===== config.mk =====
export PLATFORM = sky130hd
export DESIGN_NAME = id_ex_stage_flat
export DESIGN_NICKNAME = d
export VERILOG_FILES = /design/src/rtl/id_ex_stage_if.sv /design/src/rtl/id_ex_stage.sv /design/src/flat_wrapper.sv
export SDC_FILE = /design/constraint.sdc
export NUM_CORES = 1
export LEC_CHECK = 0
export ABC_AREA = 0
export ABC_CLOCK_PERIOD_IN_PS = 1750
export CAP_MARGIN = 25
export CORE_AREA = 2 2 163 165
export CTS_BUF_LIST = sky130_fd_sc_hd__clkbuf_4
export DETAILED_ROUTE_END_ITERATION = 8
export DIE_AREA = 0 0 165 167
export MAX_ROUTING_LAYER = met4
export PLACE_DENSITY_LB_ADDON = 0.15
export SYNTH_ARGS = -nofsm -noshare
export SYNTH_HDL_FRONTEND = slang
export SYNTH_SLANG_ARGS = --single-unit

===== constraint.sdc =====
create_clock -name clk -period 1.75 [get_ports clk]
set_clock_uncertainty 0.1 [all_clocks]
set_input_delay 0.35 -clock clk [delete_from_list [all_inputs] [get_ports clk]]
set_output_delay 0.35 -clock clk [all_outputs]
set_load 0.02 [all_outputs]

===== src/rtl/id_ex_stage_if.sv =====
// ID/EX bundle: decode-side inputs, writeback bypass port, hazard controls and
// the registered execute-side outputs.
interface id_ex_stage_if #(
    parameter int XLEN   = 32,
    parameter int REG_AW = 5,
    parameter int ALUC_W = 3
);
    logic              stall_e, flush_e;
    logic              valid_d;
    logic [XLEN-1:0]   pc_d, pc_plus4_d, rd1_d, rd2_d, imm_d;
    logic [REG_AW-1:0] rs1_d, rs2_d, rd_d;
    logic              reg_write_d, mem_write_d, alu_src_d, branch_d, jump_d;
    logic [1:0]        result_src_d;
    logic [ALUC_W-1:0] alu_control_d;
    logic              reg_write_w;
    logic [REG_AW-1:0] rd_w;
    logic [XLEN-1:0]   result_w;
    logic              valid_e;
    logic [XLEN-1:0]   pc_e, pc_plus4_e, rd1_e, rd2_e, imm_e;
    logic [REG_AW-1:0] rs1_e, rs2_e, rd_e;
    logic              reg_write_e, mem_write_e, alu_src_e, branch_e, jump_e;
    logic [1:0]        result_src_e;
    logic [ALUC_W-1:0] alu_control_e;

    modport master (
        output stall_e, flush_e, valid_d, pc_d, pc_plus4_d, rd1_d, rd2_d, imm_d,
               rs1_d, rs2_d, rd_d, reg_write_d, mem_write_d, alu_src_d, branch_d,
               jump_d, result_src_d, alu_control_d, reg_write_w, rd_w, result_w,
        input  valid_e, pc_e, pc_plus4_e, rd1_e, rd2_e, imm_e, rs1_e, rs2_e, rd_e,
               reg_write_e, mem_write_e, alu_src_e, branch_e, jump_e,
               result_src_e, alu_control_e
    );

    modport slave (
        input  stall_e, flush_e, valid_d, pc_d, pc_plus4_d, rd1_d, rd2_d, imm_d,
               rs1_d, rs2_d, rd_d, reg_write_d, mem_write_d, alu_src_d, branch_d,
               jump_d, result_src_d, alu_control_d, reg_write_w, rd_w, result_w,
        output valid_e, pc_e, pc_plus4_e, rd1_e, rd2_e, imm_e, rs1_e, rs2_e, rd_e,
               reg_write_e, mem_write_e, alu_src_e, branch_e, jump_e,
               result_src_e, alu_control_e
    );
endinterface


===== src/rtl/id_ex_stage.sv =====
// ID/EX pipeline register with writeback bypass on load, operand refresh while
// stalled, and flush-to-bubble. All outputs come straight from flops.
module id_ex_stage #(
    parameter int XLEN   = 32,
    parameter int REG_AW = 5,
    parameter int ALUC_W = 3
) (
    input logic          clk,
    input logic          rst,
    id_ex_stage_if.slave bus
);
    typedef struct packed {
        logic              valid;
        logic [XLEN-1:0]   pc, pc_plus4, rd1, rd2;
        logic [REG_AW-1:0] rs1, rs2, rd;
        logic [XLEN-1:0]   imm;
        logic              reg_write, mem_write, alu_src, branch, jump;
        logic [1:0]        result_src;
        logic [ALUC_W-1:0] alu_control;
    } stage_t;

    stage_t d, e;
    logic   wb_live, byp1, byp2, ref1, ref2;

    // x0 is never forwarded; a bubble's zero addresses therefore never match
    assign wb_live = bus.reg_write_w && (bus.rd_w != '0);
    assign byp1    = wb_live && (bus.rd_w == bus.rs1_d);
    assign byp2    = wb_live && (bus.rd_w == bus.rs2_d);
    assign ref1    = wb_live && (bus.rd_w == e.rs1);
    assign ref2    = wb_live && (bus.rd_w == e.rs2);

    always_comb begin
        d             = '0;
        d.valid       = bus.valid_d;
        d.pc          = bus.pc_d;
        d.pc_plus4    = bus.pc_plus4_d;
        d.rd1         = byp1 ? bus.result_w : bus.rd1_d;
        d.rd2         = byp2 ? bus.result_w : bus.rd2_d;
        d.rs1         = bus.rs1_d;
        d.rs2         = bus.rs2_d;
        d.rd          = bus.rd_d;
        d.imm         = bus.imm_d;
        d.reg_write   = bus.reg_write_d;
        d.mem_write   = bus.mem_write_d;
        d.alu_src     = bus.alu_src_d;
        d.branch      = bus.branch_d;
        d.jump        = bus.jump_d;
        d.result_src  = bus.result_src_d;
        d.alu_control = bus.alu_control_d;
    end

    always_ff @(posedge clk or negedge rst) begin
        if (!rst) begin
            e <= '0;
        end else if (bus.flush_e) begin
            e <= '0;
        end else if (bus.stall_e) begin
            // keep held operands coherent with writebacks that land during the stall
            if (ref1) e.rd1 <= bus.result_w;
            if (ref2) e.rd2 <= bus.result_w;
        end else begin
            e <= d;
        end
    end

    assign bus.valid_e       = e.valid;
    assign bus.pc_e          = e.pc;
    assign bus.pc_plus4_e    = e.pc_plus4;
    assign bus.rd1_e         = e.rd1;
    assign bus.rd2_e         = e.rd2;
    assign bus.rs1_e         = e.rs1;
    assign bus.rs2_e         = e.rs2;
    assign bus.rd_e          = e.rd;
    assign bus.imm_e         = e.imm;
    assign bus.reg_write_e   = e.reg_write;
    assign bus.mem_write_e   = e.mem_write;
    assign bus.alu_src_e     = e.alu_src;
    assign bus.branch_e      = e.branch;
    assign bus.jump_e        = e.jump;
    assign bus.result_src_e  = e.result_src;
    assign bus.alu_control_e = e.alu_control;
endmodule


===== src/flat_wrapper.sv =====
// flat-port wrapper written by rule: the top's interface ports become plain ports
module id_ex_stage_flat 
#(
    parameter int XLEN   = 32,
    parameter int REG_AW = 5,
    parameter int ALUC_W = 3
)
  (clk, rst, bus_stall_e, bus_flush_e, bus_valid_d, bus_pc_d, bus_pc_plus4_d, bus_rd1_d, bus_rd2_d, bus_imm_d, bus_rs1_d, bus_rs2_d, bus_rd_d, bus_reg_write_d, bus_mem_write_d, bus_alu_src_d, bus_branch_d, bus_jump_d, bus_result_src_d, bus_alu_control_d, bus_reg_write_w, bus_rd_w, bus_result_w, bus_valid_e, bus_pc_e, bus_pc_plus4_e, bus_rd1_e, bus_rd2_e, bus_imm_e, bus_rs1_e, bus_rs2_e, bus_rd_e, bus_reg_write_e, bus_mem_write_e, bus_alu_src_e, bus_branch_e, bus_jump_e, bus_result_src_e, bus_alu_control_e);
  id_ex_stage_if #(.XLEN(XLEN), .REG_AW(REG_AW), .ALUC_W(ALUC_W)) bus_i ();
  input logic clk;
  input logic rst;
  input wire logic [$bits(bus_i.stall_e)-1:0] bus_stall_e;
  input wire logic [$bits(bus_i.flush_e)-1:0] bus_flush_e;
  input wire logic [$bits(bus_i.valid_d)-1:0] bus_valid_d;
  input wire logic [$bits(bus_i.pc_d)-1:0] bus_pc_d;
  input wire logic [$bits(bus_i.pc_plus4_d)-1:0] bus_pc_plus4_d;
  input wire logic [$bits(bus_i.rd1_d)-1:0] bus_rd1_d;
  input wire logic [$bits(bus_i.rd2_d)-1:0] bus_rd2_d;
  input wire logic [$bits(bus_i.imm_d)-1:0] bus_imm_d;
  input wire logic [$bits(bus_i.rs1_d)-1:0] bus_rs1_d;
  input wire logic [$bits(bus_i.rs2_d)-1:0] bus_rs2_d;
  input wire logic [$bits(bus_i.rd_d)-1:0] bus_rd_d;
  input wire logic [$bits(bus_i.reg_write_d)-1:0] bus_reg_write_d;
  input wire logic [$bits(bus_i.mem_write_d)-1:0] bus_mem_write_d;
  input wire logic [$bits(bus_i.alu_src_d)-1:0] bus_alu_src_d;
  input wire logic [$bits(bus_i.branch_d)-1:0] bus_branch_d;
  input wire logic [$bits(bus_i.jump_d)-1:0] bus_jump_d;
  input wire logic [$bits(bus_i.result_src_d)-1:0] bus_result_src_d;
  input wire logic [$bits(bus_i.alu_control_d)-1:0] bus_alu_control_d;
  input wire logic [$bits(bus_i.reg_write_w)-1:0] bus_reg_write_w;
  input wire logic [$bits(bus_i.rd_w)-1:0] bus_rd_w;
  input wire logic [$bits(bus_i.result_w)-1:0] bus_result_w;
  output wire logic [$bits(bus_i.valid_e)-1:0] bus_valid_e;
  output wire logic [$bits(bus_i.pc_e)-1:0] bus_pc_e;
  output wire logic [$bits(bus_i.pc_plus4_e)-1:0] bus_pc_plus4_e;
  output wire logic [$bits(bus_i.rd1_e)-1:0] bus_rd1_e;
  output wire logic [$bits(bus_i.rd2_e)-1:0] bus_rd2_e;
  output wire logic [$bits(bus_i.imm_e)-1:0] bus_imm_e;
  output wire logic [$bits(bus_i.rs1_e)-1:0] bus_rs1_e;
  output wire logic [$bits(bus_i.rs2_e)-1:0] bus_rs2_e;
  output wire logic [$bits(bus_i.rd_e)-1:0] bus_rd_e;
  output wire logic [$bits(bus_i.reg_write_e)-1:0] bus_reg_write_e;
  output wire logic [$bits(bus_i.mem_write_e)-1:0] bus_mem_write_e;
  output wire logic [$bits(bus_i.alu_src_e)-1:0] bus_alu_src_e;
  output wire logic [$bits(bus_i.branch_e)-1:0] bus_branch_e;
  output wire logic [$bits(bus_i.jump_e)-1:0] bus_jump_e;
  output wire logic [$bits(bus_i.result_src_e)-1:0] bus_result_src_e;
  output wire logic [$bits(bus_i.alu_control_e)-1:0] bus_alu_control_e;
  assign bus_i.stall_e = bus_stall_e;
  assign bus_i.flush_e = bus_flush_e;
  assign bus_i.valid_d = bus_valid_d;
  assign bus_i.pc_d = bus_pc_d;
  assign bus_i.pc_plus4_d = bus_pc_plus4_d;
  assign bus_i.rd1_d = bus_rd1_d;
  assign bus_i.rd2_d = bus_rd2_d;
  assign bus_i.imm_d = bus_imm_d;
  assign bus_i.rs1_d = bus_rs1_d;
  assign bus_i.rs2_d = bus_rs2_d;
  assign bus_i.rd_d = bus_rd_d;
  assign bus_i.reg_write_d = bus_reg_write_d;
  assign bus_i.mem_write_d = bus_mem_write_d;
  assign bus_i.alu_src_d = bus_alu_src_d;
  assign bus_i.branch_d = bus_branch_d;
  assign bus_i.jump_d = bus_jump_d;
  assign bus_i.result_src_d = bus_result_src_d;
  assign bus_i.alu_control_d = bus_alu_control_d;
  assign bus_i.reg_write_w = bus_reg_write_w;
  assign bus_i.rd_w = bus_rd_w;
  assign bus_i.result_w = bus_result_w;
  assign bus_valid_e = bus_i.valid_e;
  assign bus_pc_e = bus_i.pc_e;
  assign bus_pc_plus4_e = bus_i.pc_plus4_e;
  assign bus_rd1_e = bus_i.rd1_e;
  assign bus_rd2_e = bus_i.rd2_e;
  assign bus_imm_e = bus_i.imm_e;
  assign bus_rs1_e = bus_i.rs1_e;
  assign bus_rs2_e = bus_i.rs2_e;
  assign bus_rd_e = bus_i.rd_e;
  assign bus_reg_write_e = bus_i.reg_write_e;
  assign bus_mem_write_e = bus_i.mem_write_e;
  assign bus_alu_src_e = bus_i.alu_src_e;
  assign bus_branch_e = bus_i.branch_e;
  assign bus_jump_e = bus_i.jump_e;
  assign bus_result_src_e = bus_i.result_src_e;
  assign bus_alu_control_e = bus_i.alu_control_e;
  id_ex_stage #(.XLEN(XLEN), .REG_AW(REG_AW), .ALUC_W(ALUC_W)) u_core (.clk(clk), .rst(rst), .bus(bus_i));
endmodule

Yosys cells after proc, flatten, opt, wreduce, memory -nomap -nowiden:

Index checks and enable logic that the tools add are counted.

* bits of input ports: 228
* register bits after elaboration: 186

* equal/unequal tests: 7
* reduce and logical (&&, ||, !) cells: 6
* multiplexer cells: 8

Operators with widths (number)
* two-way mux 186 bit: 1
* two-way mux 32 bit: 4
* two-way mux 65 bit: 1
* two-way mux 64 bit: 1
* two-way mux 57 bit: 1
* == test 5 bit: 4
* != test 3 x 1 -> 1 bit (second input constant): 2
* logical AND 1 bit: 5
* nonzero test 5 bit: 1
* != test 2 x 1 -> 1 bit (second input constant): 1

Longest topological paths before layout:

Gate-level depths: netlist (run 1).

* depth after elaboration: 6
* depth in mapped cells: 8

Worst setup path after synthesis (run 1):

Ideal clock, no wire load.

* path type: input to register
* start point: input bus_rd_w[2]
* end point: register u_core.e, in the netlist u_core.bus.rd1_e[10]
* required time: 1.510 ns
* stages: 8
* arrival: 1.832 ns
* path buffers: 4
* slack: -0.322 ns
* cell sequence: buf_2 -> or4_1 -> buf_2 -> o211ai_2 -> or2_1 -> buf_2 -> buf_6 -> o2111ai_1

* cells in the longest elaborated chain, start to end: 6

Ends and longest elaborated chain
* start: declaration: line flat_wrapper.sv:31 `input wire logic [$bits(bus_i.rd_w)-1:0] bus_rd_w;`
* nonzero test 5 bit: line id_ex_stage.sv:26 `assign wb_live = bus.reg_write_w && (bus.rd_w != '0);`
* logical AND 1 bit: line id_ex_stage.sv:26
* logical AND 1 bit: line id_ex_stage.sv:27 `assign byp1 = wb_live && (bus.rd_w == bus.rs1_d);`
* two-way mux 32 bit: line id_ex_stage.sv:37 `d.rd1 = byp1 ? bus.result_w : bus.rd1_d;`
* two-way mux 64 bit: line id_ex_stage.sv:57 `end else if (bus.stall_e) begin`
* two-way mux 186 bit: line id_ex_stage.sv:55 `end else if (bus.flush_e) begin`
* end: declaration: line id_ex_stage.sv:22 `stage_t d, e;`

Several ways; a longest one is shown, not always the timed one.
A chain may end at the register's enable or synchronous reset.

Worst setup path in the final report (run 1):

* start point: input bus_rd_w[1]
* end point: register u_core.e, in the netlist u_core.bus.rd2_e[24]

* cells in the longest elaborated chain, start to end: 6

Ends and longest elaborated chain
* nonzero test 5 bit: line id_ex_stage.sv:26
* logical AND 1 bit: line id_ex_stage.sv:26
* logical AND 1 bit: line id_ex_stage.sv:28 `assign byp2 = wb_live && (bus.rd_w == bus.rs2_d);`
* two-way mux 32 bit: line id_ex_stage.sv:38 `d.rd2 = byp2 ? bus.result_w : bus.rd2_d;`
* two-way mux 64 bit: line id_ex_stage.sv:57
* two-way mux 186 bit: line id_ex_stage.sv:55

Several ways; a longest one is shown, not always the timed one.

==> metrics.md, run 1 <==
| Metric | Value |
|---|---|
| Outcome | finished, violations left |
| Failing checks | setup timing |
| Sinks on the clock net | 186 |
| Antenna Nets Post-Route | 0 |
| Nets | 1,528 |
| Tcrit/Tclk final | 102.0% |
| Area growth from synthesis to final layout | 55.61% |
| Starting utilization of the core area | 35.55% |
| Post-synthesis compound-gate area fraction | 17.37% |
| Cell with the most instances after synthesis | dfrtp_1 |
| Die boundary height | 167 microns |
| Critical path buffers and inverters | 2 |
| Largest fanout on the critical path | 11 |
| Number of detailed-routing iterations run before antenna repair | 5 |
| Top cells by area, synth | dfrtp_1 (51%), mux2i_1 (13%), o211ai_1 (10%) |
| Global route total overflow | 0 |
| Total Power | 10.09 mW |
| Fraction of registers with async set/reset | 100.0% |
| Hold crit path type | primary input to asynchronous set/reset pin |
| Synth top area share | 50.81% |
| Crit start category | primary input |
| Worst stage delay on the critical path | 0.53 ns |
| Critical path data required time | 2.12 ns |
| Multiplexer share of the synthesized area | 13.33% |
| Vias in the first global route | 9,267 |
| Instance count of the mapped netlist | 859 |
| Width of the chip | 165 microns |
| CP endpoint kind | register |
| Antenna violations before repair | 7 |
| Routability cong. | 0.8737 |
| Adder-Cell Fraction of Synth Area | 0% |
| Post-Syn Nets | 1,087 |
| Simple-gate share of the synthesized area | 11.47% |
| CORE AREA | 0.02576 sq mm |
| Post-layout instance area | 0.01425 sq mm |
| Worst-path clk slew | 0.19 ns |
| Inserted Clock Buffers | 17 |
| Fraction of final layout cells with drive strength greater than 1 | 26.96% |
| Combinational family with the most area after synthesis | compound AO/OA/AOI/OAI gates |
| Largest buffer count on any clock path | 2 |
| Peak Freq | 560.4 MHz |
| Number of enable flip-flop cells after synthesis | 0 |
| Number of hold-slack violations in the final timing report | 0 |
| Period minus WS final | 1.784 ns |
| Placed cell areas | 0.01402 sq mm |
| Parity-gate share of the synthesized area counting xor and xnor cells | 1.912% |
| Ranking of synthesized cells by instance count | dfrtp_1 (186), o211ai_1 (128), nor2_1 (123), mux2i_1 (122), clkbuf_1 (70) |
| Type of the worst setup path | primary input to register |
| Total global-route track usage | 26.97% |
| Distinct cell type count of the synthesized netlist | 19 |
| Setup violations, final | 25 |
| Total die area | 0.02756 sq mm |
| Max VDD drop | 373.5 uV |
| Post-synthesis sequential element count | 186 |
| Post-synthesis sequential area ratio | 50.81% |
| Maximum number of pins on one net before global-route repair | 120 |
| Minimum setup slack in the final design | -0.03442 ns |
| Detailed placer's ending HPWL | 25,590 microns |
| Clock tree root driver cell | clkbuf_4 |
| Most used flip-flop cell after synthesis | dfrtp_1 |
| Vias after detailed routing | 9,222 |
| Number of slew-limit violations in the final report | 0 |
| Area leader, netlist | dfrtp_1 |
| Num ports | 414 |
| Critical path's slowest cell | or4_4 |
| Static Leakage | 6.674 nW |
| Number of warning messages in the yosys log | 0 |
| Family with the most delay on the worst path | simple AND/OR/NAND/NOR gates |
| Vias per cell | 5.572 |
| Power per cell area | 708.1 mW/mm^2 |
| Post-placement worst setup slack | -0.6971 ns |
| Residual DRC | 0 |
| Critical path arrival | 2.16 ns |
| Final WL | 37,280 microns |
| Actual slew at the worst max-slew pin | 0.5459 ns |
| Clock tree from TritonCTS | done |
| Max-capacitance violation count | 0 |
| Average instance area after synthesis | 10.66 sq um |
| Clock latency on the worst-skew pair | 0.58 ns |
| # H-tree levels | 4 |
| First-pass GRT wire length | 55,510 microns |
| Max-Slew Margin vs Limit | 63.60% |
| Placement row count | 59 |
| Number of DRC markers in iteration 0 | 926 |
| Cells traversed along the worst timing path | clkdlybuf4s50_1 -> or4_4 -> o211ai_4 -> or2_4 -> clkbuf_16 -> o2111ai_1 |
| Number of I/O port buffers | 413 |
| Setup repair after global routing missed its margin | true |
| Final routed wire length divided by cell count | 22.53 microns |
| Synthesized cell area | 0.009160 sq mm |
-- worst reg2reg max path: cells and delay by family, from the launching register on --
| family | cells | cell delay [ns] |
|---|---|---|
| compound gates | 3 | 0.48 |
| xor+xnor | 1 | 0.19 |
| flops | 1 | 0.46 |
| buf+inv | 2 | 0.36 |
-- repair_timing --
item | 4_1_cts | 5_1_grt
hold endpoints to repair | 189 | 0
gates cloned | 1 | 8
endpoints found under the setup margin | 200 | 91
pin swaps | 1 | 15
gates resized for setup | 760 | 72
hold buffers | 3 | 0
buffers inserted | 37 | 8
-- logic make-up after synthesis --
kind of cell | count (synthesis)
buffers and inverters | 104
and+or+nand+nor | 229
AOI/OAI and AO/OA | 198
xor gates and xnor gates | 20
DFF | 186
muxes | 122
-- worst paths after layout --
path                                      from                        to  slack [ns]  depth (start not counted)
setup / recovery                   bus_rd_w[1]      u_core.bus.rd2_e[24]       -0.03                          6
hold / removal                             rst  u_core.bus.pc_plus4_e[8]        0.12                          2
setup reg to reg           u_core.bus.rs1_e[1]      u_core.bus.rd1_e[13]        0.06                          6
hold reg to reg            u_core.bus.pc_e[30]       u_core.bus.pc_e[30]        0.44                          2
max in group asynchronous                  rst      u_core.bus.rd1_e[13]        0.83                          3
min in group clk                   bus_stall_e       u_core.bus.rd2_e[1]        0.14                          4
-- final cells by class --
cell class,count,area [sq um]
Sequential cell,186,4656
Clock inverter,15,201.4
Fill cell,2376,11510
Antenna cell,7,17.52
Multi-Input combinational cell,569,4205
Tap cell,335,419.2
Clock buffer,17,127.6
Timing Repair Buffer,526,4627
-- state kept, by name, indices dropped and copies added (netlist names), 2 cells and up --
name and flops:
u_core.bus.pc_e 32, u_core.bus.imm_e 32, u_core.bus.alu_control_e 3, u_core.bus.rs2_e 5
u_core.bus.rd_e 5, u_core.bus.rd1_e 32, u_core.bus.result_src_e 2, u_core.bus.pc_plus4_e 32
u_core.bus.rd2_e 32, u_core.bus.rs1_e 5
-- per-layer routing --
layer	vias up	GRT usage, %	part of all wire (%)
met5	-	-	0
met4	0	7.599	2.6
met3	63	6.849	9.9
met2	527	43.10	49
met1	4472	33.83	39
li1	4160	-	-
-- stage by stage --
step	util [%]	instances	TNS, ns	hold slack, ns
3_3_place_gp	54.44	1559	-39.81	0.2089
4_1_cts	53.88	1632	-0.07401	0.07776
3_5_place_dp	54.44	1559	-42.43	0.2104
5_1_grt	55.33	1655	-0.4860	0.06931
6_report	55.33	1655	-0.4594	0.1248
2_1_floorplan	-	859	-16.79	-0.04559
-- power breakdown --
part	total, mW	switching, mW	internal [mW]
clock network	2.65	1.84	0.814
logic	2.74	1.47	1.27
registers	4.70	0.154	4.55
total	10.1	3.46	6.64
-- cells in the final DEF (no fill, tap or decap), types with 2 or more instances in the layout --
cell type and instances:
xnor2_1 12, o211ai_1 128, buf_12 24, clkdlybuf4s50_1 221, buf_4 70, o2111ai_2 3
xnor2_4 3, o211a_1 2, buf_2 172, dlymetal6s2s_1 3, buf_8 2, o211ai_4 3
o2111ai_1 61, inv_8 2, dlygate4sd3_1 3, nand4_1 68, nand2_1 32, clkinv_8 6
dfrtp_1 185, nor2_1 122, buf_6 23, or2_4 2, diode_2 7, clkbuf_16 6
inv_6 4, clkbuf_4 17, xnor2_2 5, mux2i_1 122
No activity file was read; power rests on OpenSTA's default activity.
==> run 2, diff against run 1 <==
--- a/config.mk
+++ b/config.mk
@@ -8,10 +8,11 @@
 export ABC_AREA = 0
 export ABC_CLOCK_PERIOD_IN_PS = 1750
 export CAP_MARGIN = 25
-export CORE_AREA = 2 2 163 165
+export CELL_PAD_IN_SITES_DETAIL_PLACEMENT = 1
+export CELL_PAD_IN_SITES_GLOBAL_PLACEMENT = 1
+export CORE_UTILIZATION = 32
 export CTS_BUF_LIST = sky130_fd_sc_hd__clkbuf_4
 export DETAILED_ROUTE_END_ITERATION = 8
-export DIE_AREA = 0 0 165 167
 export MAX_ROUTING_LAYER = met4
 export PLACE_DENSITY_LB_ADDON = 0.15
 export SYNTH_ARGS = -nofsm -noshare
==> run 2 against run 1 <==
Effect of this change: the flow now finishes without violations; setup slack improved by 0.062 ns; fmax increased by 3.6%; via count increased by 0.44%; die area increased by 6.4%; total power increased by 2.8%; clock-buffer cell count unchanged; sequential cell count unchanged; combinational power increased by 2%; sequential share of layout area decreased by 0.51 points; worst hold slack got worse by 0.047 ns.
==> metrics.md, run 2 (synthesis results as in run 1) <==
| Metric | Value |
|---|---|
| Outcome | completed |
| Final routed wire length divided by cell count | 22.98 microns |
| Peak Freq | 580.5 MHz |
| Area growth from synthesis to final layout | 58.07% |
| Register Area | 0.004656 sq mm |
| Number of detailed-routing iterations run before antenna repair | 4 |
| Post-layout instance area | 0.01448 sq mm |
| Width of the chip | 171.2 microns |
| Vias after detailed routing | 9,263 |
| Largest buffer count on any clock path | 2 |
| Cells traversed along the worst timing path | clkdlybuf4s50_1 -> buf_12 -> xnor2_1 -> nand4_1 -> or2_4 -> clkbuf_16 -> o2111ai_1 |
| Number of hold-slack violations in the final timing report | 0 |
| Routability cong. | 0.8366 |
| Number of DRC markers in iteration 0 | 692 |
| Total die area | 0.02931 sq mm |
| First-pass GRT wire length | 57,300 microns |
| Post-placement worst setup slack | -0.7189 ns |
| Detailed placer's ending HPWL | 27,270 microns |
| Max-Slew Margin vs Limit | 61.08% |
| Inserted Clock Buffers | 17 |
| Clock tree root driver cell | clkbuf_4 |
| Starting utilization of the core area | 32.79% |
| Number of I/O port buffers | 413 |
| Minimum setup slack in the final design | 0.02727 ns |
| Global route total overflow | 0 |
| Power per cell area | 716.5 mW/mm^2 |
| Die boundary height | 171.2 microns |
| Antenna violations before repair | 8 |
| Fraction of final layout cells with drive strength greater than 1 | 27.98% |
| Final WL | 39,290 microns |
| Total global-route track usage | 26.79% |
| Total Power | 10.37 mW |
| Placement row count | 61 |
| Critical path arrival | 2.18 ns |
| Antenna Nets Post-Route | 0 |
| Hold crit path type | primary input to asynchronous set/reset pin |
| Nets | 1,541 |
| Number of slew-limit violations in the final report | 0 |
| Placed cell areas | 0.01417 sq mm |
| Max VDD drop | 383.3 uV |
| Worst-path clk slew | 0.23 ns |
| Critical path data required time | 2.21 ns |
| Setup repair after global routing missed its margin | true |
| Period minus WS final | 1.723 ns |
| Largest fanout on the critical path | 7 |
| Tcrit/Tclk final | 98.44% |
| Num ports | 414 |
| CORE AREA | 0.02793 sq mm |
| Worst stage delay on the critical path | 0.51 ns |
| Area of combinational cells with multiple inputs | 0.004232 sq mm |
| Filler instances | 3,106 |
| Most common cell after layout, fill and taps aside | clkdlybuf4s50_1 |
| Sinks on the clock net | 186 |
| Type of the worst setup path | primary input to register |
| Family with the most delay on the worst path | buffers and inverters |
| Actual slew at the worst max-slew pin | 0.5839 ns |
| Vias per cell | 5.417 |
| Maximum number of pins on one net before global-route repair | 53 |
| Critical path's slowest cell | clkdlybuf4s50_1 |
| Static Leakage | 6.758 nW |
| Clock latency on the worst-skew pair | 0.62 ns |
| Clock tree from TritonCTS | done |
| Vias in the first global route | 9,749 |
| # H-tree levels | 4 |
| Commonest cells after routing, fill and taps aside | clkdlybuf4s50_1 (220), dfrtp_1 (185), buf_2 (160), o211ai_1 (128) |
| Critical path buffers and inverters | 3 |
| Setup violations, final | 0 |
| CP endpoint kind | register |
| Max-capacitance violation count | 0 |
| Crit start category | primary input |
| Residual DRC | 0 |
run 2: changes by cell type in the layout (fill, tap and decap cells not counted), moves of 3 or more:
cell | before | now
buf_2 | 172 | 160
buf_4 | 70 | 90
buf_6 | 23 | 32
inv_12 | 0 | 3
inv_6 | 4 | 0
inv_8 | 2 | 5
run 2: per-stage QoR:
step / std cells / hold WS (ns) / TNS [ns] / utilization (%)
final: 1710 / 0.07769 / 0 / 51.83
after global routing: 1710 / 0.05918 / -1.092 / 51.83
after CTS: 1691 / 0.04525 / -0.06382 / 50.18
after detailed placement: 1612 / 0.2123 / -43.62 / 50.74
after global placement: 1612 / 0.2163 / -40.28 / 50.74
after floorplan: 859 / -0.04559 / -16.79 / -
run 2: power by group:
group,total [mW],internal (mW),switching [mW]
Sequential,4.71,4.55,0.158
Combinational,2.80,1.31,1.49
Clock,2.87,0.869,2.00
Total,10.4,6.73,3.65
run 2: what timing repair did:
item,in CTS,in global routing
endpoints found under the hold margin,187,0
gates resized for setup,771,72
setup endpoints to repair,212,94
hold buffers,2,0
pin swaps,2,8
buffers inserted,44,9
cloned,1,4
run 2: layer usage:
layer	global-route usage, %	vias up	wire length, microns
met5	-	-	0
met2	43.99	427	19370
met1	31.43	4594	15530
met3	7.202	75	3251
li1	-	4167	-
met4	9.783	0	1137
run 2: worst paths after layout:
kind                       slack (ns)                    to            startpoint  cells after the start
setup reg to reg                 0.04   u_core.bus.rd1_e[5]   u_core.bus.rs1_e[4]                      7
min in group clk                 0.17   u_core.bus.imm_e[4]          bus_imm_d[4]                      3
max in group asynchronous        0.87   u_core.bus.rs2_e[4]                   rst                      3
hold reg to reg                  0.44  u_core.bus.imm_e[25]  u_core.bus.imm_e[25]                      2
setup / recovery                 0.03  u_core.bus.rd2_e[19]           bus_rd_w[0]                      7
hold / removal                   0.08   u_core.bus.pc_e[22]                   rst                      2
run 2: final cells by class:
type / count / area share [%]
Clock inverter: 15 / 1.555
Multi-Input combinational cell: 569 / 29.23
Clock buffer: 17 / 0.8814
Timing Repair Buffer: 539 / 32.81
Tap cell: 378 / 3.267
Antenna cell: 6 / 0.1037
Sequential cell: 186 / 32.16
==> run 3, diff against run 2 <==
--- a/config.mk
+++ b/config.mk
@@ -10,8 +10,9 @@
 export CAP_MARGIN = 25
 export CELL_PAD_IN_SITES_DETAIL_PLACEMENT = 1
 export CELL_PAD_IN_SITES_GLOBAL_PLACEMENT = 1
-export CORE_UTILIZATION = 32
+export CORE_UTILIZATION = 25
 export CTS_BUF_LIST = sky130_fd_sc_hd__clkbuf_4
+export CTS_CLUSTER_SIZE = 20
 export DETAILED_ROUTE_END_ITERATION = 8
 export MAX_ROUTING_LAYER = met4
 export PLACE_DENSITY_LB_ADDON = 0.15
==> run 3 against run 2 <==
Effect of this change: the flow now finishes with violations (DRC, setup timing); critical path depth unchanged; sequential share of layout area shrank 0.51 points; setup slack got worse by 0.036 ns; clock-buffer cell count is the same; fmax shrank 2.1%; final area increased by 1.6%; die area increased by 28%; largest power group unchanged.
==> metrics.md, run 3 (synthesis results as in run 1) <==
| Metric | Value |
|---|---|
| Critical path data required time | 2.14 ns |
| Layout Cells excl Fill | 1,785 |
| Post-placement worst setup slack | -0.7596 ns |
| Final WL | 42,140 microns |
| Number of cells on the worst reg-to-reg path | 7 |
| Clock tree from TritonCTS | done |
| Routability cong. | 0.8103 |
| Number of detailed-routing iterations run before antenna repair | 9 |
| Nets | 1,534 |
| Crit Reg-Reg Startpoint | u_core.bus.rs1_e[1] |
| Clock tree root driver cell | clkbuf_4 |
| Max-capacitance violation count | 0 |
| Setup violations, final | 7 |
| Die boundary height | 193.4 microns |
| Minimum setup slack in the final design | -0.009211 ns |
| Filler instances | 3,962 |
| Width of the chip | 193.4 microns |
| Final routed wire length divided by cell count | 23.61 microns |
| Commonest cells after routing, fill and taps aside | clkdlybuf4s50_1 (219), dfrtp_1 (185), buf_2 (136), o211ai_1 (128) |
| Part of the power in registers | 47.6% |
| Outcome | finished, violations left |
| # placed instances | 1,679 |
| Clock latency on the worst-skew pair | 0.61 ns |
| Residual DRC | 25 |
| Peak Freq | 568.4 MHz |
| CP endpoint kind | register |
| Antenna violations before repair | 5 |
| Fraction of final layout cells with drive strength greater than 1 | 27.14% |
| Actual slew at the worst max-slew pin | 0.6814 ns |
| Placement row count | 69 |
| Largest fanout on the critical path | 8 |
| Inserted Clock Buffers | 17 |
| Period minus WS final | 1.759 ns |
| Sinks on the clock net | 186 |
| Internal Pwr Total | 6.496 mW |
| Sw Pwr | 3.404 mW |
| Hold crit path type | primary input to asynchronous set/reset pin |
| Total global-route track usage | 22.39% |
| Vias per cell | 5.196 |
| Clock network fraction of total power | 22.6% |
| Post-layout instance area | 0.01471 sq mm |
| Max VDD drop | 309.6 uV |
| Worst flop-to-flop path endpoint | u_core.bus.rd1_e[24] |
| Vias after detailed routing | 9,275 |
| Tcrit/Tclk final | 100.5% |
| Detailed placer's ending HPWL | 27,500 microns |
| Vias in the first global route | 9,843 |
| # H-tree levels | 4 |
| Global route total overflow | 0 |
| Flop2flop setup slack | 0.02 ns |
| Antenna Nets Post-Route | 0 |
| Largest buffer count on any clock path | 2 |
| Critical path arrival | 2.15 ns |
| Total die area | 0.03741 sq mm |
| Failing checks | DRC, setup timing |
| Setup repair after global routing missed its margin | true |
| Final core utilization | 41.07% |
| Number of slew-limit violations in the final report | 0 |
| Num ports | 414 |
| Placed cell areas | 0.01414 sq mm |
| Part of the total power dissipated in combinational logic | 29.7% |
| First-pass GRT wire length | 61,760 microns |
| Max-Slew Margin vs Limit | 54.57% |
| Number of DRC markers in iteration 0 | 651 |
| Number of hold-slack violations in the final timing report | 0 |
| Number of I/O port buffers | 413 |
| Worst-path clk slew | 0.18 ns |
| Type of the worst setup path | primary input to register |
| CORE AREA | 0.03583 sq mm |
| Sw Ratio | 34.39% |
| Starting utilization of the core area | 25.57% |
| Critical Path Start | bus_rd_w[2] |
| Maximum number of pins on one net before global-route repair | 123 |
| Crit start category | primary input |
| Worst Hold Slack | 0.1507 ns |
| Power per cell area | 672.9 mW/mm^2 |
| Static Leakage | 6.742 nW |
| Most common cell after layout, fill and taps aside | clkdlybuf4s50_1 |
| Area growth from synthesis to final layout | 60.62% |
run 3: cell count changes in the layout (fill, tap and decap cells not counted), moves of 4 or more:
cell,previous run,this run
clkinv_8,5,0
buf_4,90,68
inv_8,5,0
buf_6,32,62
buf_2,160,136
clkinv_1,0,4
dlygate4sd2_1,0,4
run 3: routing by layer:
layer	share of wire (%)	global-route usage (%)
met5	0	-
met4	2.3	7.111
met3	7.5	6.050
met2	49	36.80
met1	41	26.56
run 3: cell type report:
class / instances / area (sq um) / share of cell area (%)
repair buffers: 532 / 4991 / 33.92
flip-flops and latches: 186 / 4656 / 31.64
multi-input cells: 569 / 4248 / 28.87
well taps: 461 / 576.8 / 3.920
clock buffers: 17 / 127.6 / 0.8674
clock inverters: 15 / 101.3 / 0.6888
diodes: 5 / 12.51 / 0.08504
run 3: metrics by stage:
step / total power [mW] / setup TNS (ns)
floorplan: 5.902 / -16.79
global placement: 7.558 / -44.96
detailed placement: 7.580 / -47.19
CTS: 9.879 / -0.4105
global route: 10.37 / -2.530
finish: 9.901 / -0.02714
run 3: how the worst max path moves through the flow:
stage / endpoint / slack [ns] / cells after the start
after floorplan: u_core.bus.rd1_e[10] / -0.27 / 8
after global placement: u_core.bus.rd2_e[12] / -0.73 / 6
after detailed placement: u_core.bus.rd1_e[24] / -0.76 / 7
after CTS: bus_rs1_e[4] / -0.06 / 2
after global routing: bus_rs1_e[1] / -0.09 / 2
final: u_core.bus.rd2_e[25] / -0.009 / 7
run 3: power by group through the flow:
stage                     combinational (mW)  clock, mW  sequential (mW)
final                                   2.94       2.24             4.72
after CTS                               2.79       2.38             4.71
after floorplan                        0.818          0             5.08
after detailed placement                2.78          0             4.80
after global placement                  2.76          0             4.80
after global routing                    3.12       2.51             4.75
run 3: worst max-delay path, stage by stage:
cell and delay (ns):
dlygate4sd2_1 0.24, or4_4 0.58, buf_12 0.16, o211ai_4 0.21, or2_4 0.18, bufbuf_16 0.28
o2111ai_1 0.13
run 3: what timing repair did:
item                                   in CTS  in global routing
cloned                                      6                  8
setup buffers                              42                 14
resized for setup                         844                 71
hold buffers                                1                  0
pin swaps                                  15                 39
endpoints found under the hold margin     186                  0
setup endpoints to repair                 250                110
